## config.mk

```make
export PLATFORM = sky130hd
export DESIGN_NAME = up_core
export DESIGN_NICKNAME = d
export VERILOG_FILES = /design/src/rtl/up_core.sv
export SDC_FILE = /design/constraint.sdc
export NUM_CORES = 1
export LEC_CHECK = 0
export BUFFER_PORTS_ARGS = -buffer_cell sky130_fd_sc_hd__buf_2
export CELL_PAD_IN_SITES_DETAIL_PLACEMENT = 1
export CELL_PAD_IN_SITES_GLOBAL_PLACEMENT = 1
export CORE_MARGIN = 2
export CORE_UTILIZATION = 46
export DETAILED_ROUTE_END_ITERATION = 8
export PLACE_DENSITY_LB_ADDON = 0.2
export SLEW_MARGIN = 20
export SYNTH_ARGS = -nofsm -noshare
export SYNTH_HDL_FRONTEND = slang
export SYNTH_SLANG_ARGS = --single-unit
```

## constraint.sdc

```tcl
create_clock -name clk -period 6.3 [get_ports clk]
set_clock_uncertainty 0.15 [all_clocks]
set_input_delay 0 -clock clk [delete_from_list [all_inputs] [get_ports clk]]
set_output_delay 0 -clock clk [all_outputs]
set_load 0.01 [all_outputs]
```

## src/rtl/up_core.sv

```systemverilog
// up_core: self-sequenced Maquina Sencilla core with SUB, CALL/RET stack, ready/valid I/O and HALT.
// Optional stack fault detection is enabled by defining UP_STACK_GUARD_EN.
module up_core #(
  parameter int DATA_W      = 16,
  parameter int ADDR_W      = 6,
  parameter int STACK_DEPTH = 8
) (
  input  logic              clk,
  input  logic              reset,
  input  logic [DATA_W-1:0] mem_rdata,
  output logic [ADDR_W-1:0] mem_addr,
  output logic [DATA_W-1:0] mem_wdata,
  output logic              mem_we,
  output logic [ADDR_W-1:0] io_port,
  input  logic [DATA_W-1:0] in_data,
  input  logic              in_valid,
  output logic              in_ready,
  output logic [DATA_W-1:0] out_data,
  output logic              out_valid,
  input  logic              out_ready,
  output logic              fz,
  output logic              halted,
  output logic [ADDR_W-1:0] pc_dbg,
  output logic              err
);

  localparam logic [3:0] S_FETCH  = 4'd0;
  localparam logic [3:0] S_LOAD_A = 4'd1;
  localparam logic [3:0] S_LOAD_B = 4'd2;
  localparam logic [3:0] S_WRITE  = 4'd3;
  localparam logic [3:0] S_BRANCH = 4'd4;
  localparam logic [3:0] S_IO_IN  = 4'd5;
  localparam logic [3:0] S_IO_OUT = 4'd6;
  localparam logic [3:0] S_PUSH   = 4'd7;
  localparam logic [3:0] S_POP    = 4'd8;
  localparam logic [3:0] S_HALT   = 4'd9;

  localparam logic [3:0] OP_MOV  = 4'd0;
  localparam logic [3:0] OP_ADD  = 4'd1;
  localparam logic [3:0] OP_SUB  = 4'd2;
  localparam logic [3:0] OP_CMP  = 4'd3;
  localparam logic [3:0] OP_BEQ  = 4'd4;
  localparam logic [3:0] OP_IN   = 4'd5;
  localparam logic [3:0] OP_OUT  = 4'd6;
  localparam logic [3:0] OP_CALL = 4'd7;
  localparam logic [3:0] OP_RET  = 4'd8;
  localparam logic [3:0] OP_HALT = 4'd15;

  if (DATA_W < 4 + 2*ADDR_W) begin : g_bad_width
    $error("up_core: DATA_W must be at least 4 + 2*ADDR_W");
  end
  if (STACK_DEPTH < 1 || STACK_DEPTH >= 2**ADDR_W) begin : g_bad_depth
    $error("up_core: STACK_DEPTH must be in 1 .. 2**ADDR_W-1");
  end

  logic [3:0]        state;
  logic [3:0]        state_nxt;
  logic [DATA_W-1:0] ir;
  logic [DATA_W-1:0] a;
  logic [DATA_W-1:0] b;
  logic [DATA_W-1:0] alu;
  logic [ADDR_W-1:0] pc;
  logic [ADDR_W-1:0] sp;
  logic [ADDR_W-1:0] f_fld;
  logic [ADDR_W-1:0] d_fld;
  logic [3:0]        cop;
  logic [3:0]        fetch_cop;
  logic              stack_fault;

  assign cop       = ir[DATA_W-1 -: 4];
  assign f_fld     = ir[2*ADDR_W-1:ADDR_W];
  assign d_fld     = ir[ADDR_W-1:0];
  assign fetch_cop = mem_rdata[DATA_W-1 -: 4];
  // CMP shares the subtract path; only the write enable differs.
  assign alu       = (cop == OP_ADD) ? (b + a) : (b - a);

  assign io_port  = f_fld;
  assign out_data = a;
  assign halted   = (state == S_HALT);
  assign pc_dbg   = pc;

`ifdef UP_STACK_GUARD_EN
  localparam logic [ADDR_W-1:0] SP_LIMIT = ADDR_W'((2**ADDR_W) - 1 - STACK_DEPTH);

  assign stack_fault = ((state == S_PUSH) && (sp == SP_LIMIT)) ||
                       ((state == S_POP)  && (sp == {ADDR_W{1'b1}}));

  always_ff @(posedge clk or negedge reset) begin
    if (!reset) begin
      err <= 1'b0;
    end else if (stack_fault) begin
      err <= 1'b1;
    end else begin
      err <= err;
    end
  end
`else
  assign stack_fault = 1'b0;
  assign err         = 1'b0;
`endif

  always_comb begin
    state_nxt = state;
    case (state)
      S_FETCH: begin
        case (fetch_cop)
          OP_MOV, OP_ADD, OP_SUB, OP_CMP, OP_OUT: state_nxt = S_LOAD_A;
          OP_BEQ:  state_nxt = S_BRANCH;
          OP_IN:   state_nxt = S_IO_IN;
          OP_CALL: state_nxt = S_PUSH;
          OP_RET:  state_nxt = S_POP;
          OP_HALT: state_nxt = S_HALT;
          default: state_nxt = S_FETCH;
        endcase
      end
      S_LOAD_A: begin
        if (cop == OP_MOV) begin
          state_nxt = S_WRITE;
        end else if (cop == OP_OUT) begin
          state_nxt = S_IO_OUT;
        end else begin
          state_nxt = S_LOAD_B;
        end
      end
      S_LOAD_B: state_nxt = S_WRITE;
      S_WRITE:  state_nxt = S_FETCH;
      S_BRANCH: state_nxt = S_FETCH;
      S_IO_IN:  state_nxt = in_valid ? S_FETCH : S_IO_IN;
      S_IO_OUT: state_nxt = out_ready ? S_FETCH : S_IO_OUT;
      S_PUSH:   state_nxt = stack_fault ? S_HALT : S_FETCH;
      S_POP:    state_nxt = stack_fault ? S_HALT : S_FETCH;
      S_HALT:   state_nxt = S_HALT;
      default:  state_nxt = S_FETCH;
    endcase
  end

  always_comb begin
    mem_addr  = '0;
    mem_wdata = '0;
    mem_we    = 1'b0;
    in_ready  = 1'b0;
    out_valid = 1'b0;
    case (state)
      S_FETCH:  mem_addr = pc;
      S_LOAD_A: mem_addr = f_fld;
      S_LOAD_B: mem_addr = d_fld;
      S_WRITE: begin
        mem_addr  = d_fld;
        mem_wdata = (cop == OP_MOV) ? a : alu;
        mem_we    = (cop != OP_CMP);
      end
      S_IO_IN: begin
        in_ready  = 1'b1;
        mem_addr  = d_fld;
        mem_wdata = in_data;
        mem_we    = in_valid;
      end
      S_IO_OUT: out_valid = 1'b1;
      S_PUSH: begin
        mem_addr  = sp;
        mem_wdata = {{(DATA_W-ADDR_W){1'b0}}, pc};
        mem_we    = !stack_fault;
      end
      S_POP:    mem_addr = sp + ADDR_W'(1);
      default:  mem_addr = '0;
    endcase
  end

  always_ff @(posedge clk or negedge reset) begin
    if (!reset) begin
      state <= S_FETCH;
      pc    <= '0;
      sp    <= '1;
      ir    <= '0;
      a     <= '0;
      b     <= '0;
      fz    <= 1'b0;
    end else begin
      state <= state_nxt;
      case (state)
        S_FETCH: begin
          ir <= mem_rdata;
          pc <= pc + ADDR_W'(1);
        end
        S_LOAD_A: a <= mem_rdata;
        S_LOAD_B: b <= mem_rdata;
        S_WRITE: begin
          if (cop != OP_MOV) begin
            fz <= (alu == '0);
          end
        end
        S_BRANCH: begin
          if (fz) begin
            pc <= d_fld;
          end
        end
        S_PUSH: begin
          if (!stack_fault) begin
            sp <= sp - ADDR_W'(1);
            pc <= d_fld;
          end
        end
        S_POP: begin
          if (!stack_fault) begin
            sp <= sp + ADDR_W'(1);
            pc <= mem_rdata[ADDR_W-1:0];
          end
        end
        default: ;
      endcase
    end
  end

endmodule
```

* After elaboration in Yosys (flattened, before gate mapping)
Memory sizes are Yosys's and may differ from the RTL's.
Cells that the tools add are included.
** Operators by class
- Multipliers :: 0
- $add $sub $neg :: 5
- Multiplexer cells :: 15
- Reduce and logical (&&, ||, !) cells :: 9
- Equality and inequality tests :: 13
- Bitwise gates (word level) :: 0
- Shifts and indexed selects :: 0
- Div/mod/pow operators :: 0
- $lt $le $gt $ge :: 0
** Operator list (number)
- $pmux 16 s3 :: 1
- $mux 16 :: 2
- $pmux 6 s5 :: 1
- $pmux 4 s6 :: 1
- $pmux 6 s4 :: 1
- $eq 4x3->1 const B :: 5
- $add 16x16->16 :: 1
- $logic_not 16->1 :: 1
- $sub 16x16->16 :: 1
- $add 6x1->6 const B :: 2
- $mux 3 :: 4
- $pmux 6 s2 :: 1
- $eq 4x1->1 const B :: 2
- $eq 4x2->1 const B :: 2
- $eq 4x4->1 const B :: 2
- $logic_not 4->1 :: 2
- $reduce_bool 4->1 :: 2
- $mux 6 :: 1
- $sub 6x1->6 const B :: 1
- $ne 4x2->1 const B :: 1
- $reduce_and 2->1 :: 2
- $pmux 1 s3 :: 1
- $reduce_or 3->1 :: 1
- $mux 1 :: 2
- other kinds (2) :: 2
** Word-level totals
- Input port bits :: 36
- Logic and storage cells :: 50
- Register bits after elaboration :: 65
- Memories kept :: 1
- RAM bits :: 0
- Output and inout bits :: 56
- Bits in latches :: 0
- Bits in read-only memories :: 64
** Memories
- (name not given) :: words 16, width 4, read ports 1, clocked after Yosys merged registers in 0, wr ports 0, line 106 : case (fetch_cop)

* Longest topological paths before layout
Gate-level depths: netlist (run 1).
- Depth in word-level cells :: 4
- Mapped depth :: 14
- Depth with buffers taken out :: 13

* Least setup slack after synthesis (run 1)
Ideal clock, no wire load.
- Path type :: register to register
- Start :: register a[3] (netlist: out_data[3])
- End :: register fz
- Clock period less this slack :: 3532 ps
- Setup slack :: 2768 ps
- Stages on the path, launching flop included :: 14
- Arrival time :: 3306 ps
- Library setup time :: 76 ps
- Data required time :: 6074 ps
- Path buffers :: 1
- Cells stage by stage :: dfrtp_1 -> or4_4 -> nor3_4 -> a31oi_1 -> o31ai_1 -> xnor2_1 -> ha_1 -> clkbuf_1 -> nor2_1 -> a2111oi_0 -> nand3_1 -> a2111oi_2 -> nand4_1 -> o21ai_1
** On the way
- Cells in the longest elaborated chain, start to end :: 3
- Elaborated cells on any way between the ends :: 4
- Classes of those cells :: add/sub (2); mux (1); reduce/logical (1)
** Ends and longest elaborated chain
- from (decl) :: line 59 : logic [DATA_W-1:0] a;
- from (signal assigned) :: line 185 : S_LOAD_A: a <= mem_rdata;
- $sub 16x16->16 or $add 16x16->16 (tied branches) :: line 75 : assign alu = (cop == OP_ADD) ? (b + a) : (b - a);
- $mux 16 (*) :: line 75
- $logic_not 16->1 (*) :: line 189 : fz <= (alu == '0);
- to (signal assigned) :: line 189
- to (decl) :: line 21 : output logic fz,
Mark *: on every way between the ends. The rest lies on a longest branch, timed or not.
A chain may end at the register's enable or synchronous reset.

* Worst setup path after layout (run 1)
- Start :: register ir[15]
- End :: output port mem_wdata[15]
** On the way
- Cells in the longest elaborated chain, start to end :: 4
- Elaborated cells on any way between the ends :: 5
- Classes of those cells :: eq/ne (1); mux (3); reduce/logical (1)
** Ends and longest elaborated chain
- from (decl) :: line 58 : logic [DATA_W-1:0] ir;
- from (signal assigned) :: line 182 : ir <= mem_rdata;
- $eq 4x1->1 :: line 75
- $mux 16 :: line 75
- $mux 16 (*) :: line 149 : mem_wdata = (cop == OP_MOV) ? a : alu;
- $pmux 16 s3 (*) :: line 143 : case (state)
- to (decl) :: line 12 : output logic [DATA_W-1:0] mem_wdata,
Marks and branches as above.

==> results of run 1 <==
layout make-up:
type / count / area share
clock buffers: 10 / 0.0237
clock inverters: 6 / 0.0117
inverters: 15 / 0.00971
multi-input cells: 421 / 0.518
flip-flops and latches: 65 / 0.282
well taps: 136 / 0.0294
repair buffers: 120 / 0.126
stage by stage:
step	hold WS (ns)	worst slack, ns	instances
finish	0.148	2.06	773
detailed placement	0.0893	2.47	735
global placement	0.0849	2.55	735
floorplan	-0.446	2.77	532
CTS	0.136	2.13	773
global route	0.168	1.80	773
synthesized netlist by cell type (9+ instances only):
| library cell | n | area share |
|---|---|---|
| a21o_1 | 9 | 0.014 |
| a21oi_1 | 31 | 0.032 |
| a22o_1 | 9 | 0.016 |
| a22oi_1 | 10 | 0.016 |
| clkbuf_1 | 16 | 0.012 |
| dfrtp_1 | 59 | 0.31 |
| ha_1 | 21 | 0.054 |
| inv_1 | 15 | 0.012 |
| mux2_2 | 42 | 0.098 |
| nand2_1 | 49 | 0.038 |
| nand3_1 | 18 | 0.019 |
| nor2_1 | 36 | 0.028 |
| nor3_1 | 13 | 0.013 |
| o211ai_1 | 10 | 0.016 |
| o21ai_0 | 35 | 0.036 |
| xnor2_1 | 13 | 0.024 |
| xor2_1 | 17 | 0.031 |
sequential cells by signal, indices dropped and copies added, names as in the netlist:
signal,flops
fz,1
out_data,16
state,4
ir,16
sp,6
b,16
pc_dbg,6
logic make-up (layout without fill, tap and decap cells):
kind of cell,count (synthesis),in the layout
mux,47,47
buf+inv,46,151
compound gates,152,152
xor+xnor,31,31
flops,65,65
other cells,1,1
fa+ha+maj,22,22
simple gates,168,168
per-layer routing:
metal | GRT usage | vias up
met4 | 0.0705 | 0
met5 | 0 | -
li1 | - | 2162
met2 | 0.483 | 117
met3 | 0.0313 | 21
met1 | 0.423 | 2333
worst register-to-register path, cell delays in order (launching register included):
cell	delay (ns)
dfrtp_1	0.43
nor2_1	0.20
nand2_1	0.11
nor2_1	0.50
a31oi_1	0.18
o31ai_1	0.30
xnor2_1	0.11
ha_1	0.24
or3_1	0.34
a2111o_1	0.45
a21o_1	0.20
a2111oi_2	0.34
nand4_1	0.13
o21ai_1	0.15
repair_timing:
item | in CTS | in global routing
endpoints found under the hold margin | 116 | 0
buffers inserted | 0 | 0
hold buffers | 22 | 0
worst paths after layout:
check                            from            end  slack [ns]  depth (start not counted)
min reg2reg                      b[5]           b[5]        0.37                          1
min                        in_data[8]   mem_wdata[8]        0.15                          4
max                            ir[15]  mem_wdata[15]        2.06                         13
max in group asynchronous       reset           b[5]        5.21                          3
max reg2reg                    ir[15]             fz        2.42                         13
min in group asynchronous       reset             fz        0.21                          3
==> impl_metrics.tcl, run 1 <==
set metrics [dict create \
    track_usage 0.296 \
    critPathArrivalTime_ns 4.09 \
    m1WireLength_mm 7.73 \
    post-route-drc-count 0 \
    first_iter_violations 266 \
    die_h_um 106 \
    slew_headroom 0.283 \
    path_class "reg2out" \
    post-route-util 0.564 \
    ios 92 \
    worst_pin_slew_ns 1.07 \
    htreeDepth 3 \
    start_util 0.470 \
    synth-xor-area-share 0.0578 \
    syn_area_per_cell_um2 9.07 \
    die_area_mm2 0.0113 \
    worst_setup_path_start_kind "flip-flop" \
    holdCritPathClass "in2out" \
    synth-edff-count 0 \
    die_w_um 106 \
    synth_mux_area_frac 0.108 \
    slowest_stage "a2111oi_2" \
    cts_buffers 9 \
    multi_input_area_mm2 0.00300 \
    postRouteAntennaNets 0 \
    cts_sinks 65 \
    async_flop_share 1.00 \
    synth_top_family_by_area "compound AO/OA/AOI/OAI gates" \
    cts-root-buf "clkbuf_8" \
    status "finished clean" \
    wirelength_mm 16.4 \
    layout_commonest_cell "buf_2" \
    drive_gt1_frac 0.276 \
    crit_top_cell "nor2_1" \
    cts_resized 0 \
    synth_ff_type "dfrtp_1" \
    synth_compound_gate_area_share 0.214 \
    cp_cell_sequence "nor2_1, nand2_1, nor2_1, a21oi_1, xor2_1, ha_1, o211a_1, and3_4, a2111oi_2, o21ai_1, xnor2_1, a31o_1, buf_2" \
    yosysUniqueCellTypes 69 \
    setup_viol 0 \
    num_vias 4633 \
    fp.coreArea_mm2 0.0103 \
    grt_max_degree 66 \
    dr.pass1.iters 4 \
    syn2layout_area_growth_pct 20.1 \
    hpwl_mm 11.9 \
    crit_path_end_kind "primary output" \
    maxCapViolCount 0 \
    fin_area_mm2 0.00580 \
    nNetsFinal 690 \
    clk_pin_slew_ns 0.08 \
    mostFrequentLayoutCells "90 x buf_2, 59 x dfrtp_1, 49 x nand2_1" \
    fp-row-count 37 \
    finalSetupTns_ns 0 \
    grt_pass1_vias 4742 \
    synth_area_mm2 0.00483 \
    synthAdderAreaFrac 0.0586 \
    place_area_mm2 0.00537 \
    avgRoutedWirePerCell_um 21.2 \
    antenna_found_initial 0 \
    routed_via_density 5.99 \
    synth_warnings 0 \
    synthCells 532 \
    num_antenna_cells 0 \
    critPathMaxStageDelay_ns 0.60 \
    yosys.area_share.simple 0.179 \
    wl_met2_mm 7.85 \
    critPathMaxFanout 8 \
    rsz0062_at_grt "false" \
    maxUsedRoutingLayer "met4" \
    hold_viol_final 0 \
    clk_path_buf_depth 2 \
    min_period_over_period 0.673 \
    max_freq_mhz 236 \
    insertion_delay_ns 0.34 \
    cp_top_family "compound AO/OA/AOI/OAI gates" \
    seqCellArea_mm2 0.00163 \
    numPortBuffers 90 \
    drv_slew 0 \
    crit_required_ns 6.15 \
    finalWeightedCongestion 0.885 \
    dr_wl_met3_um 634 \
    yosys_register_bits 65 \
    min_period_ns 4.24 \
    cts_tree "done" \
    worst-path-buf-inv 1 \
    synth_nets 590 \
    overflow 0 \
    grt_pass1_wl_mm 25.8 \
    synth-seq-area-share 0.339 \
    fill_cells 1241 \
]
Power of run 1 is not shown: default switching activity piles up to over one toggle a cycle in this logic, so the estimate is an artifact.
==> run 2, diff against run 1 <==
CORE_UTILIZATION = 43   (was 46)
clock period = 4.2 ns   (was 6.3 ns; I/O delays follow)
==> impl_metrics.tcl, run 2 (synthesized netlist as in run 1, its figures left out) <==
set metrics [dict create \
    status "finished clean" \
    start_util 0.443 \
    holdCritPathClass "in2async" \
    min_period_ns 3.96 \
    wirelength_mm 16.2 \
    insertion_delay_ns 0.35 \
    syn2layout_area_growth_pct 20.8 \
    fp.coreArea_mm2 0.0109 \
    post-route-drc-count 0 \
    overflow 0 \
    crit_top_cell "xnor2_1" \
    num_antenna_cells 0 \
    first_iter_violations 210 \
    hpwl_mm 11.9 \
    cts-root-buf "clkbuf_8" \
    clk_path_buf_depth 2 \
    rr_worst_depth 12 \
    critPathArrivalTime_ns 3.81 \
    ios 92 \
    crit_required_ns 4.05 \
    r2r-start "out_data[6]" \
    htreeDepth 3 \
    cts_buffers 9 \
    grt_pass1_vias 4847 \
    worst_setup_path_start_kind "flip-flop" \
    cts_sinks 65 \
    finalSetupTns_ns 0 \
    crit_path_end_kind "primary output" \
    avgRoutedWirePerCell_um 20.8 \
    critPathMaxStageDelay_ns 0.58 \
    worst_pin_slew_ns 1.10 \
    cts_tree "done" \
    numPortBuffers 90 \
    grt_max_degree 35 \
    max_freq_mhz 253 \
    hold_viol_final 0 \
    dr.pass1.iters 4 \
    die_w_um 110 \
    fp-row-count 38 \
    setup_viol 0 \
    rsz0062_at_grt "false" \
    r2r-end "fz" \
    layout_commonest_cell "buf_2" \
    postCtsSetupRepairBufs 0 \
    track_usage 0.283 \
    grt_pass1_wl_mm 25.8 \
    maxCapViolCount 0 \
    slowest_stage "or4_4" \
    min_period_over_period 0.943 \
    cp_cell_sequence "or4_4, nor3_4, a21oi_1, xnor2_1, ha_1, and3_1, and3_4, a2111oi_4, o21ai_1, xnor2_1, a31o_1, buf_2" \
    routed_via_density 5.96 \
    drive_gt1_frac 0.277 \
    place_area_mm2 0.00539 \
    drv_slew 0 \
    num_vias 4646 \
    nNetsFinal 693 \
    slew_headroom 0.265 \
    antenna_found_initial 0 \
    path_class "reg2out" \
    fin_area_mm2 0.00583 \
    finalWeightedCongestion 0.847 \
    numPlacedInstances 741 \
    final_cells 779 \
    reg2reg_setup_slack_ns 0.40 \
    fill_cells 1297 \
    postRouteAntennaNets 0 \
    mostFrequentLayoutCells "90 x buf_2, 59 x dfrtp_1, 49 x nand2_1" \
    clk_pin_slew_ns 0.08 \
    die_area_mm2 0.0121 \
    critPathMaxFanout 6 \
    die_h_um 110 \
]
run 2: area by class of cell:
cell class | instances | area (um2) | share of cell area
repair buffers | 123 | 756 | 0.130
inverters | 15 | 56.3 | 0.00965
flip-flops and latches | 65 | 1630 | 0.280
multi-input cells | 421 | 3030 | 0.520
well taps | 140 | 175 | 0.0300
clock inverters | 4 | 45.0 | 0.00772
clock buffers | 11 | 131 | 0.0225
run 2: per-layer routing:
metal,global-route usage,share of wire,wire length [um]
met5,0,0,0
met4,0.0940,0.024,396
met3,0.0522,0.038,613
met2,0.473,0.50,8160
met1,0.368,0.43,7040
run 2: how the worst max path moves through the flow:
stage,start,to
finish,out_data[6],mem_wdata[15]
global route,out_data[6],mem_wdata[14]
CTS,out_data[6],mem_wdata[12]
detailed placement,out_data[6],fz
global placement,out_data[6],fz
floorplan,out_data[3],fz
run 2: through the flow:
| stage | worst slack [ns] | hold WS (ns) | util |
|---|---|---|---|
| after floorplan | 0.668 | -0.446 | - |
| after global placement | 0.552 | -0.0539 | 0.495 |
| after detailed placement | 0.363 | -0.0216 | 0.495 |
| after CTS | 0.102 | 0.125 | 0.533 |
| after global routing | 0.0263 | 0.153 | 0.536 |
| final | 0.241 | 0.122 | 0.536 |
run 2: what timing repair did:
item                                    4_1_cts  5_1_grt
gates resized for setup                       0        6
endpoints found under the setup margin        0        4
endpoints found under the hold margin        89        0
hold buffers                                 23        0
run 2: worst max-delay path, delay by kind of cell (launching register included):
kind            cells  cell delay [ns]
flops               1             0.45
fa+ha+maj           1             0.33
xor+xnor            2             0.50
compound gates      4             0.87
simple gates        4             1.17
buf+inv             1             0.13
Power of run 2 is left out for the same reason.
==> run 3, diff against run 2 <==
PLACE_DENSITY_LB_ADDON = 0.1   (was 0.2)
==> impl_metrics.tcl, run 3 (synthesized netlist as in run 1, its figures left out) <==
set metrics [dict create \
    slowest_stage "or4_4" \
    routed_via_density 5.95 \
    avgRoutedWirePerCell_um 20.8 \
    worst_pin_slew_ns 1.05 \
    drive_gt1_frac 0.281 \
    syn2layout_area_growth_pct 21.0 \
    die_w_um 110 \
    postRouteAntennaNets 0 \
    critPathMaxFanout 6 \
    crit_required_ns 4.05 \
    maxCapViolCount 0 \
    overflow 0 \
    mostFrequentLayoutCells "90 x buf_2, 59 x dfrtp_1, 49 x nand2_1" \
    dr.pass1.iters 5 \
    min_period_ns 3.97 \
    drv_slew 0 \
    cts_sinks 65 \
    num_vias 4623 \
    setup_viol 0 \
    min_period_over_period 0.946 \
    fp.coreArea_mm2 0.0109 \
    grt_pass1_wl_mm 25.6 \
    critPathArrivalTime_ns 3.82 \
    clk_pin_slew_ns 0.08 \
    finalSetupTns_ns 0 \
    die_h_um 110 \
    worst-path-buf-inv 1 \
    clk_path_buf_depth 2 \
    grt_max_degree 35 \
    r2r-end "fz" \
    status "finished clean" \
    holdCritPathClass "in2async" \
    cts_buffers 9 \
    first_iter_violations 228 \
    postCtsSetupRepairBufs 0 \
    finalWeightedCongestion 0.881 \
    crit_start "out_data[3]" \
    ios 92 \
    cts_tree "done" \
    critPathMaxStageDelay_ns 0.58 \
    path_class "reg2out" \
    rsz0062_at_grt "false" \
    start_util 0.443 \
    hpwl_mm 11.8 \
    r2r-start "out_data[3]" \
    fp-row-count 38 \
    cp_cell_sequence "or4_4, o41ai_1, xnor2_1, ha_1, nand3_1, a2111oi_4, nor3_1, a21o_1, a211o_1, o21ai_1, a22o_1, buf_2" \
    reg2reg_setup_slack_ns 0.45 \
    insertion_delay_ns 0.36 \
    cp_top_family "compound AO/OA/AOI/OAI gates" \
    num_antenna_cells 0 \
    grt_pass1_vias 4768 \
    critPathCapture "mem_wdata[14]" \
    cts-root-buf "clkbuf_8" \
    max_freq_mhz 252 \
    hold_viol_final 0 \
    rr_worst_depth 12 \
    die_area_mm2 0.0121 \
    slew_headroom 0.299 \
    antenna_found_initial 0 \
    fill_cells 1291 \
    nNetsFinal 690 \
    numPortBuffers 90 \
    wirelength_mm 16.2 \
    crit_path_end_kind "primary output" \
    layout_commonest_cell "buf_2" \
    worst_setup_path_start_kind "flip-flop" \
    post-route-drc-count 0 \
    htreeDepth 3 \
    track_usage 0.282 \
    cp.depth 12 \
]
run 3: layout make-up:
| class | instances | area [um2] | share of cell area |
|---|---|---|---|
| flip-flops and latches | 65 | 1630 | 0.280 |
| inverters | 15 | 56.3 | 0.00964 |
| clock buffers | 13 | 149 | 0.0255 |
| well taps | 140 | 175 | 0.0300 |
| clock inverters | 3 | 40.0 | 0.00686 |
| repair buffers | 120 | 728 | 0.125 |
| multi-input cells | 421 | 3060 | 0.523 |
run 3: worst min-delay path by stage:
stage                  to  startpoint  slack, ns  depth (start not counted)
floorplan            b[0]       reset      -0.45                          0
global placement    ir[2]       reset      -0.07                          1
detailed placement  ir[2]       reset      -0.06                          1
CTS                  b[3]       reset       0.08                          2
global route        ir[2]       reset       0.14                          2
finish              ir[2]       reset       0.07                          2
run 3: routing by layer:
layer	vias up	track usage	wire [um]
li1	2161	-	-
met1	2334	0.375	7210
met2	109	0.472	8040
met3	19	0.0397	668
met4	0	0.0922	255
met5	-	0	0
run 3: timing repair:
action                     4_1_cts  5_1_grt
setup endpoints to repair        0        7
resized for setup                0       10
hold endpoints to repair        89        0
hold buffers                    21        0
run 3: per-stage QoR:
| stage | hold WS [ns] | worst slack (ns) | instances | util | area, um2 |
|---|---|---|---|---|---|
| global route | 0.144 | 0.0151 | 777 | 0.536 | 5840 |
| floorplan | -0.446 | 0.668 | 532 | - | 4830 |
| global placement | -0.0701 | 0.555 | 740 | 0.495 | 5390 |
| CTS | 0.0784 | 0.0182 | 777 | 0.532 | 5790 |
| finish | 0.0708 | 0.226 | 777 | 0.536 | 5840 |
| detailed placement | -0.0577 | 0.412 | 740 | 0.495 | 5390 |
Power of run 3 is left out for the same reason.
